**src/rtl/fl_alloc_ctrl_pkg.sv**
```systemverilog
// Shared defaults and helpers for the rename-stage free-list allocation controller.
package fl_alloc_ctrl_pkg;

    localparam int unsigned N_DEF        = 3;
    localparam int unsigned ROB_SZ_DEF   = 32;
    localparam int unsigned BR_SLOTS_DEF = 4;

    // Index width that stays legal when the indexed set has a single entry.
    function automatic int unsigned idx_w(input int unsigned n);
        return (n > 1) ? $clog2(n) : 1;
    endfunction

endpackage

```
**src/rtl/fl_alloc_ctrl_ckpt_alloc.sv**
```systemverilog
// Priority selector: returns up to N lowest-index free branch checkpoints, lowest first.
module br_ckpt_alloc
    import fl_alloc_ctrl_pkg::*;
#(
    parameter  int unsigned N        = N_DEF,
    parameter  int unsigned BR_SLOTS = BR_SLOTS_DEF,
    localparam int unsigned TW       = idx_w(BR_SLOTS),
    localparam int unsigned IW       = idx_w(N)
) (
    input  logic [BR_SLOTS-1:0]      free_mask,
    output logic [N-1:0][TW-1:0]     sel_tag
);

    int unsigned k;

    always_comb begin
        sel_tag = '0;
        k       = 0;
        for (int unsigned j = 0; j < BR_SLOTS; j++) begin
            if (free_mask[j] && (k < N)) begin
                sel_tag[IW'(k)] = TW'(j);
                k = k + 1;
            end
        end
    end

endmodule

```
**src/rtl/fl_alloc_ctrl.sv**
```systemverilog
// Rename-stage controller: in-order dispatch grants bounded by free registers and
// branch checkpoints, plus a checkpoint table of free-list state for early branch recovery.
module fl_alloc_ctrl
    import fl_alloc_ctrl_pkg::*;
#(
    parameter  int unsigned N        = N_DEF,
    parameter  int unsigned DEPTH    = ROB_SZ_DEF,
    parameter  int unsigned BR_SLOTS = BR_SLOTS_DEF,
    localparam int unsigned GW       = $clog2(N + 1),
    localparam int unsigned TW       = idx_w(BR_SLOTS),
    localparam int unsigned IW       = idx_w(N),
    localparam int unsigned PW       = $clog2(DEPTH),
    localparam int unsigned CW       = $clog2(DEPTH + 1),
    localparam int unsigned BW       = $clog2(BR_SLOTS + 1)
) (
    input  logic                  clock,
    input  logic                  reset,
    input  logic [N-1:0]          disp_valid,
    input  logic [N-1:0]          disp_needs_reg,
    input  logic [N-1:0]          disp_is_branch,
    input  logic [GW-1:0]         retire_free_num,
    input  logic [PW-1:0]         fl_head,
    input  logic                  br_resolve,
    input  logic [TW-1:0]         br_resolve_tag,
    input  logic                  br_mispredict,
    output logic [GW-1:0]         disp_grant_num,
    output logic [N-1:0][TW-1:0]  br_tag_out,
    output logic [GW-1:0]         rd_num,
    output logic [GW-1:0]         wr_num,
    output logic                  br_en,
    output logic [CW-1:0]         head_ptr_in,
    output logic [CW-1:0]         free_count
);

    typedef struct packed {
        logic                valid;
        logic [PW-1:0]       head;
        logic [CW-1:0]       cnt;
        logic [BR_SLOTS-1:0] dep_mask;
    } br_ckpt_packet_t;

    br_ckpt_packet_t [BR_SLOTS-1:0] ckpt;
    br_ckpt_packet_t [BR_SLOTS-1:0] ckpt_next;
    logic [CW-1:0]                  free_count_next;

    logic [BR_SLOTS-1:0]            valid_vec;
    logic [BW-1:0]                  free_ckpts;
    logic [N-1:0][TW-1:0]           sel_tag;
    logic                           resolve_hit;
    logic                           misp_hit;

    logic [CW-1:0]                  n_reg;
    logic [CW-1:0]                  n_reg_try;
    logic [BW:0]                    n_br;
    logic [BW:0]                    n_br_try;
    logic                           stop;
    logic [TW-1:0]                  cur_tag;

    logic [BR_SLOTS-1:0]            alloc_en;
    logic [BR_SLOTS-1:0][PW-1:0]    alloc_head;
    logic [BR_SLOTS-1:0][CW-1:0]    alloc_cnt;
    logic [BR_SLOTS-1:0][BR_SLOTS-1:0] alloc_dep;
    logic [BR_SLOTS-1:0]            drop;

    function automatic logic [CW-1:0] sat_add(input logic [CW-1:0] a, input logic [GW-1:0] b);
        logic [CW:0] s;
        s = {1'b0, a} + (CW+1)'(b);
        return (s > (CW+1)'(DEPTH)) ? CW'(DEPTH) : CW'(s);
    endfunction

    always_comb begin
        valid_vec  = '0;
        free_ckpts = '0;
        for (int unsigned j = 0; j < BR_SLOTS; j++) begin
            valid_vec[j] = ckpt[j].valid;
            free_ckpts   = free_ckpts + BW'(!ckpt[j].valid);
        end
    end

    assign resolve_hit = br_resolve & ckpt[br_resolve_tag].valid;
    assign misp_hit    = resolve_hit & br_mispredict;

    br_ckpt_alloc #(
        .N        (N),
        .BR_SLOTS (BR_SLOTS)
    ) u_ckpt_alloc (
        .free_mask (~valid_vec),
        .sel_tag   (sel_tag)
    );

    // In-order grant; each granted branch snapshots the free list as it stands after its own slot.
    always_comb begin
        disp_grant_num = '0;
        br_tag_out     = '0;
        alloc_en       = '0;
        alloc_head     = '0;
        alloc_cnt      = '0;
        alloc_dep      = '0;
        n_reg          = '0;
        n_br           = '0;
        n_reg_try      = '0;
        n_br_try       = '0;
        cur_tag        = '0;
        stop           = reset | misp_hit;
        for (int unsigned i = 0; i < N; i++) begin
            n_reg_try = n_reg + CW'(disp_needs_reg[i]);
            n_br_try  = n_br + (BW+1)'(disp_is_branch[i]);
            if (!stop && disp_valid[i] && (n_reg_try <= free_count)
                && (n_br_try <= {1'b0, free_ckpts})) begin
                n_reg          = n_reg_try;
                n_br           = n_br_try;
                disp_grant_num = GW'(i + 1);
                if (disp_is_branch[i]) begin
                    cur_tag              = sel_tag[IW'(n_br - 1'b1)];
                    br_tag_out[i]        = cur_tag;
                    alloc_dep[cur_tag]   = valid_vec | alloc_en;
                    alloc_en[cur_tag]    = 1'b1;
                    alloc_head[cur_tag]  = fl_head + PW'(n_reg);
                    alloc_cnt[cur_tag]   = free_count - n_reg;
                end
            end else begin
                stop = 1'b1;
            end
        end
    end

    always_comb begin
        rd_num      = GW'(n_reg);
        wr_num      = retire_free_num;
        br_en       = !reset && misp_hit;
        head_ptr_in = br_en ? CW'(ckpt[br_resolve_tag].head) : '0;
    end

    always_comb begin
        ckpt_next = ckpt;
        drop      = '0;
        for (int unsigned j = 0; j < BR_SLOTS; j++) begin
            if (alloc_en[j]) begin
                ckpt_next[j].valid    = 1'b1;
                ckpt_next[j].head     = alloc_head[j];
                ckpt_next[j].cnt      = alloc_cnt[j];
                ckpt_next[j].dep_mask = alloc_dep[j];
            end
            if (ckpt_next[j].valid) begin
                ckpt_next[j].cnt = sat_add(ckpt_next[j].cnt, retire_free_num);
            end
        end
        // A correct resolve drops only T; a mispredict also drops everything younger than T.
        if (resolve_hit) begin
            drop[br_resolve_tag] = 1'b1;
            if (br_mispredict) begin
                for (int unsigned j = 0; j < BR_SLOTS; j++) begin
                    if (ckpt[j].dep_mask[br_resolve_tag]) drop[j] = 1'b1;
                end
            end
        end
        for (int unsigned j = 0; j < BR_SLOTS; j++) begin
            if (drop[j]) ckpt_next[j].valid = 1'b0;
            ckpt_next[j].dep_mask = ckpt_next[j].dep_mask & ~drop;
        end
        if (misp_hit) free_count_next = sat_add(ckpt[br_resolve_tag].cnt, retire_free_num);
        else          free_count_next = sat_add(free_count - CW'(rd_num), retire_free_num);
    end

    always_ff @(posedge clock) begin
        if (reset) begin
            free_count <= CW'(DEPTH);
            ckpt       <= '0;
        end else begin
            free_count <= free_count_next;
            ckpt       <= ckpt_next;
        end
    end

endmodule

```
**config.mk**
```make
export PLATFORM = sky130hd
export DESIGN_NAME = fl_alloc_ctrl
export DESIGN_NICKNAME = d
export VERILOG_FILES = /design/src/rtl/fl_alloc_ctrl_pkg.sv /design/src/rtl/fl_alloc_ctrl_ckpt_alloc.sv /design/src/rtl/fl_alloc_ctrl.sv
export SDC_FILE = /design/constraint.sdc
export NUM_CORES = 1
export LEC_CHECK = 0
export CAP_MARGIN = 25
export CORE_MARGIN = 2
export CORE_UTILIZATION = 63
export CTS_BUF_LIST = sky130_fd_sc_hd__clkbuf_8
export DETAILED_ROUTE_END_ITERATION = 10
export GPL_TIMING_DRIVEN = 0
export PLACE_DENSITY_LB_ADDON = 0.2
export SLEW_MARGIN = 20
export SYNTH_ARGS = -nofsm -noshare
export SYNTH_HDL_FRONTEND = slang
export SYNTH_SLANG_ARGS = --single-unit
export TNS_END_PERCENT = 5
```
**constraint.sdc**
```tcl
create_clock -name clock -period 10.5 [get_ports clock]
set_clock_uncertainty 0.15 [all_clocks]
set_input_delay 1.05 -clock clock [delete_from_list [all_inputs] [get_ports clock]]
set_output_delay 1.05 -clock clock [all_outputs]
set_load 0.01 [all_outputs]
```
==> qor.yml <==
final_layout:
  nNetsFinal: 1062
  drive_gt1_frac: 0.106
  stdcell_count: 1128
  area_growth_pct: 12.3
  insertedDiodeCount: 0
  fin_area_um2: 8090
  finalCoreUtilization: 0.718
worst_setup_path:
  critPathMostFrequentCell: "ha_1"
  crit_slowest_cell: "clkdlybuf4s50_1"
  rrSetupSlack_ns: 0.75
  r2r_end: "free_count[2]$_SDFF_PP0_"
  start_kind: "primary input"
  critPathRequiredTime_ns: 10.63
  end_kind: "register"
  crit_path_max_incr_delay_ns: 0.56
  r2r_cells: 36
  path_class: "in2reg"
  reg2reg_from: "ckpt[47]$_SDFF_PP0_"
  critPathArrivalTime_ns: 10.29
  crit_start: "disp_needs_reg[0]"
  endpoint: "free_count[2]$_SDFF_PP0_"
  crit_fanout: 7
power:
  clock_power_share: 0.172
  p_leak_nw: 3.10
  power_density_nw_per_um2: 168
  share_comb_of_total_power: 0.595
  swShare: 0.494
  pwr-share-seq: 0.232
  switching_power_mw: 0.672
  internal-power_mw: 0.688
  peakVddDrop_mv: 0.145
die:
  die_y_um: 111
  initial_core_util: 0.640
  rows: 39
  core_um2: 11300
  io_pins: 47
  die_area_um2: 12300
  chipWidth_um: 111
yosys:
  avgSynthCellArea_um2: 7.79
  synth_edf_count: 0
  yosysMostFrequentCell: "nor2_1"
  synth_ff_type: "dfxtp_1"
  yosys-top-cells-area: "dfxtp_1, ha_1, nor2_1, a211oi_1, mux2i_1"
  yosysWarnings: 0
  async_flop_share: 0
  ys_ff_latch: 66
  yosys-top-cells-count: "nor2_1, nand2_1, dfxtp_1, a21oi_1, ha_1"
  synthesis.nets: 1007
  netlist_instances: 925
  syn_area_um2: 7210
  synthDistinctLibCells: 88
  synth_top_area_cell: "dfxtp_1"
  yosysTopAreaCellShare: 0.183
  yosysSeqAreaShare: 0.183
cts:
  hold_buffers: 0
  cts_buffers: 9
  clock_path_buffers: 2
  clk_latency_ns: 0.38
  clkTransAtPathRegs_ns: 0.09
  cts_root_buf: "clkbuf_8"
  clock-sinks: 66
  cts_tree: "built"
  htree_levels: 3
sta:
  finalSetupViolations: 0
  final.min_clock_period_ns: 10.16
  period_share: 0.968
  rsz0062_at_grt: "no"
  finalMaxSlewViolations: 0
  max_freq_mhz: 98.4
  worst_slew_pin_slew_ns: 0.946
  slew-limit-headroom: 0.367
  hold_violations: 0
drt:
  ant_nets: 0
  drt-pass1-iter-count: 7
  wire_per_inst_um: 22.1
  vias: 7764
  wl_mm: 25.0
  dr.first_iter.drc_count: 1173
  routed_via_density: 6.88
  route.detailed.drc: 0
grt:
  grt_pass1_wl_mm: 39.1
  grt_max_degree: 14
  grt_overflow: 0
  grt_pass1_vias: 7287
  track_usage: 0.405
  antenna_found_initial: 0
placement:
  gp_congestion: 1.06
  numPortBuffers: 43
  place_area_um2: 7830
  dp.cells: 1111
  detailed_place_hpwl_mm: 19.2
job:
  maxCapViolCount: 0
hold_path:
  min_path_type: "reg2reg"
run_status:
  status: "complete, no violations"
placed cells by master (no fill, tap or decap), types with 6 or more instances in the layout:
cell type	count
dfxtp_1	66
nor3_1	33
a21oi_1	52
nand2_1	80
a22o_1	8
and2_1	14
fa_1	12
clkbuf_8	9
o21a_1	7
nor2b_1	12
nor3b_1	6
or3_1	7
a21o_1	7
and3_1	15
a31oi_1	11
o22ai_1	17
o21ai_0	32
o211ai_1	10
mux2i_1	32
xor2_1	18
clkbuf_1	39
a211oi_1	45
nand3_1	28
ha_1	48
nor2_1	100
inv_1	46
buf_4	7
clkdlybuf4s50_1	43
buf_2	7
mux2_2	15
xnor2_1	19
mux4_2	12
sequential cells by signal, summed over array words and instances (netlist names):
register and count:
ckpt 60, free_count 6
repair_timing:
| action | CTS | global route |
|---|---|---|
| resized for setup | 0 | 12 |
| endpoints found under the setup margin | 0 | 26 |
| buffers inserted | 0 | 2 |
kinds of logic (layout without fill, tap and decap cells):
logic type	Yosys count	count (layout)	synth area share
AOI/OAI and AO/OA	253	253	0.245
muxes	60	60	0.107
buffers and inverters	108	168	0.0630
xor gates and xnor gates	38	38	0.0462
DFF	66	66	0.183
and+or+nand+nor	339	339	0.238
other	1	1	0.000520
adders and majority gates	60	60	0.117
metrics by stage:
stage | setup TNS [ns] | hold slack, ns | setup WS, ns | power, mW
floorplan | 0 | 0.328 | 1.37 | 0.844
global placement | -4.76 | 0.342 | -0.560 | 1.05
detailed placement | -1.77 | 0.356 | -0.320 | 1.07
CTS | 0 | 0.375 | 0.0163 | 1.30
global route | 0 | 0.391 | 0.00133 | 1.42
finish | 0 | 0.372 | 0.339 | 1.36
critical path: cells and delay by family:
kind                     cells  cell delay (ns)
adder cells (fa/ha/maj)     11             3.39
AO/OA/AOI/OAI                9             2.06
AND/OR/NAND/NOR             10             1.98
buffers and inverters        4             0.92
XOR/XNOR                     2             0.53
multiplexers                 1             0.34
routing by layer:
| layer | vias up | part of all wire | track usage |
|---|---|---|---|
| met5 | - | 0 | 0 |
| met4 | 0 | 0.070 | 0.244 |
| met3 | 155 | 0.13 | 0.126 |
| met2 | 584 | 0.42 | 0.597 |
| met1 | 3506 | 0.38 | 0.521 |
| li1 | 3519 | - | - |
cell type report:
type / count / area (µm²)
repair buffers: 46 / 450
clock buffers: 9 / 124
plain buffers: 59 / 272
multi-input cells: 751 / 5490
inverters: 47 / 176
well taps: 143 / 179
clock inverters: 7 / 77.6
fillers: 957 / 3180
flip-flops and latches: 66 / 1320
worst min-delay path by stage:
| stage | start | end | depth (start not counted) |
|---|---|---|---|
| 3_3_place_gp | ckpt[18]$_SDFF_PP0_ | ckpt[18]$_SDFF_PP0_ | 2 |
| 3_5_place_dp | ckpt[18]$_SDFF_PP0_ | ckpt[18]$_SDFF_PP0_ | 2 |
| 4_1_cts | ckpt[18]$_SDFF_PP0_ | ckpt[18]$_SDFF_PP0_ | 2 |
| 2_1_floorplan | ckpt[18]$_SDFF_PP0_ | ckpt[18]$_SDFF_PP0_ | 2 |
| 5_1_grt | ckpt[18]$_SDFF_PP0_ | ckpt[18]$_SDFF_PP0_ | 2 |
| 6_report | ckpt[50]$_SDFF_PP0_ | ckpt[50]$_SDFF_PP0_ | 2 |
power groups by stage:
stage	clock, mW	combinational, mW	sequential [mW]
after floorplan	0	0.535	0.309
after global placement	0	0.735	0.318
after detailed placement	0	0.749	0.319
after CTS	0.231	0.755	0.313
after global routing	0.242	0.856	0.318
final	0.234	0.810	0.316
Note: power is estimated with default switching activity, not from simulation.
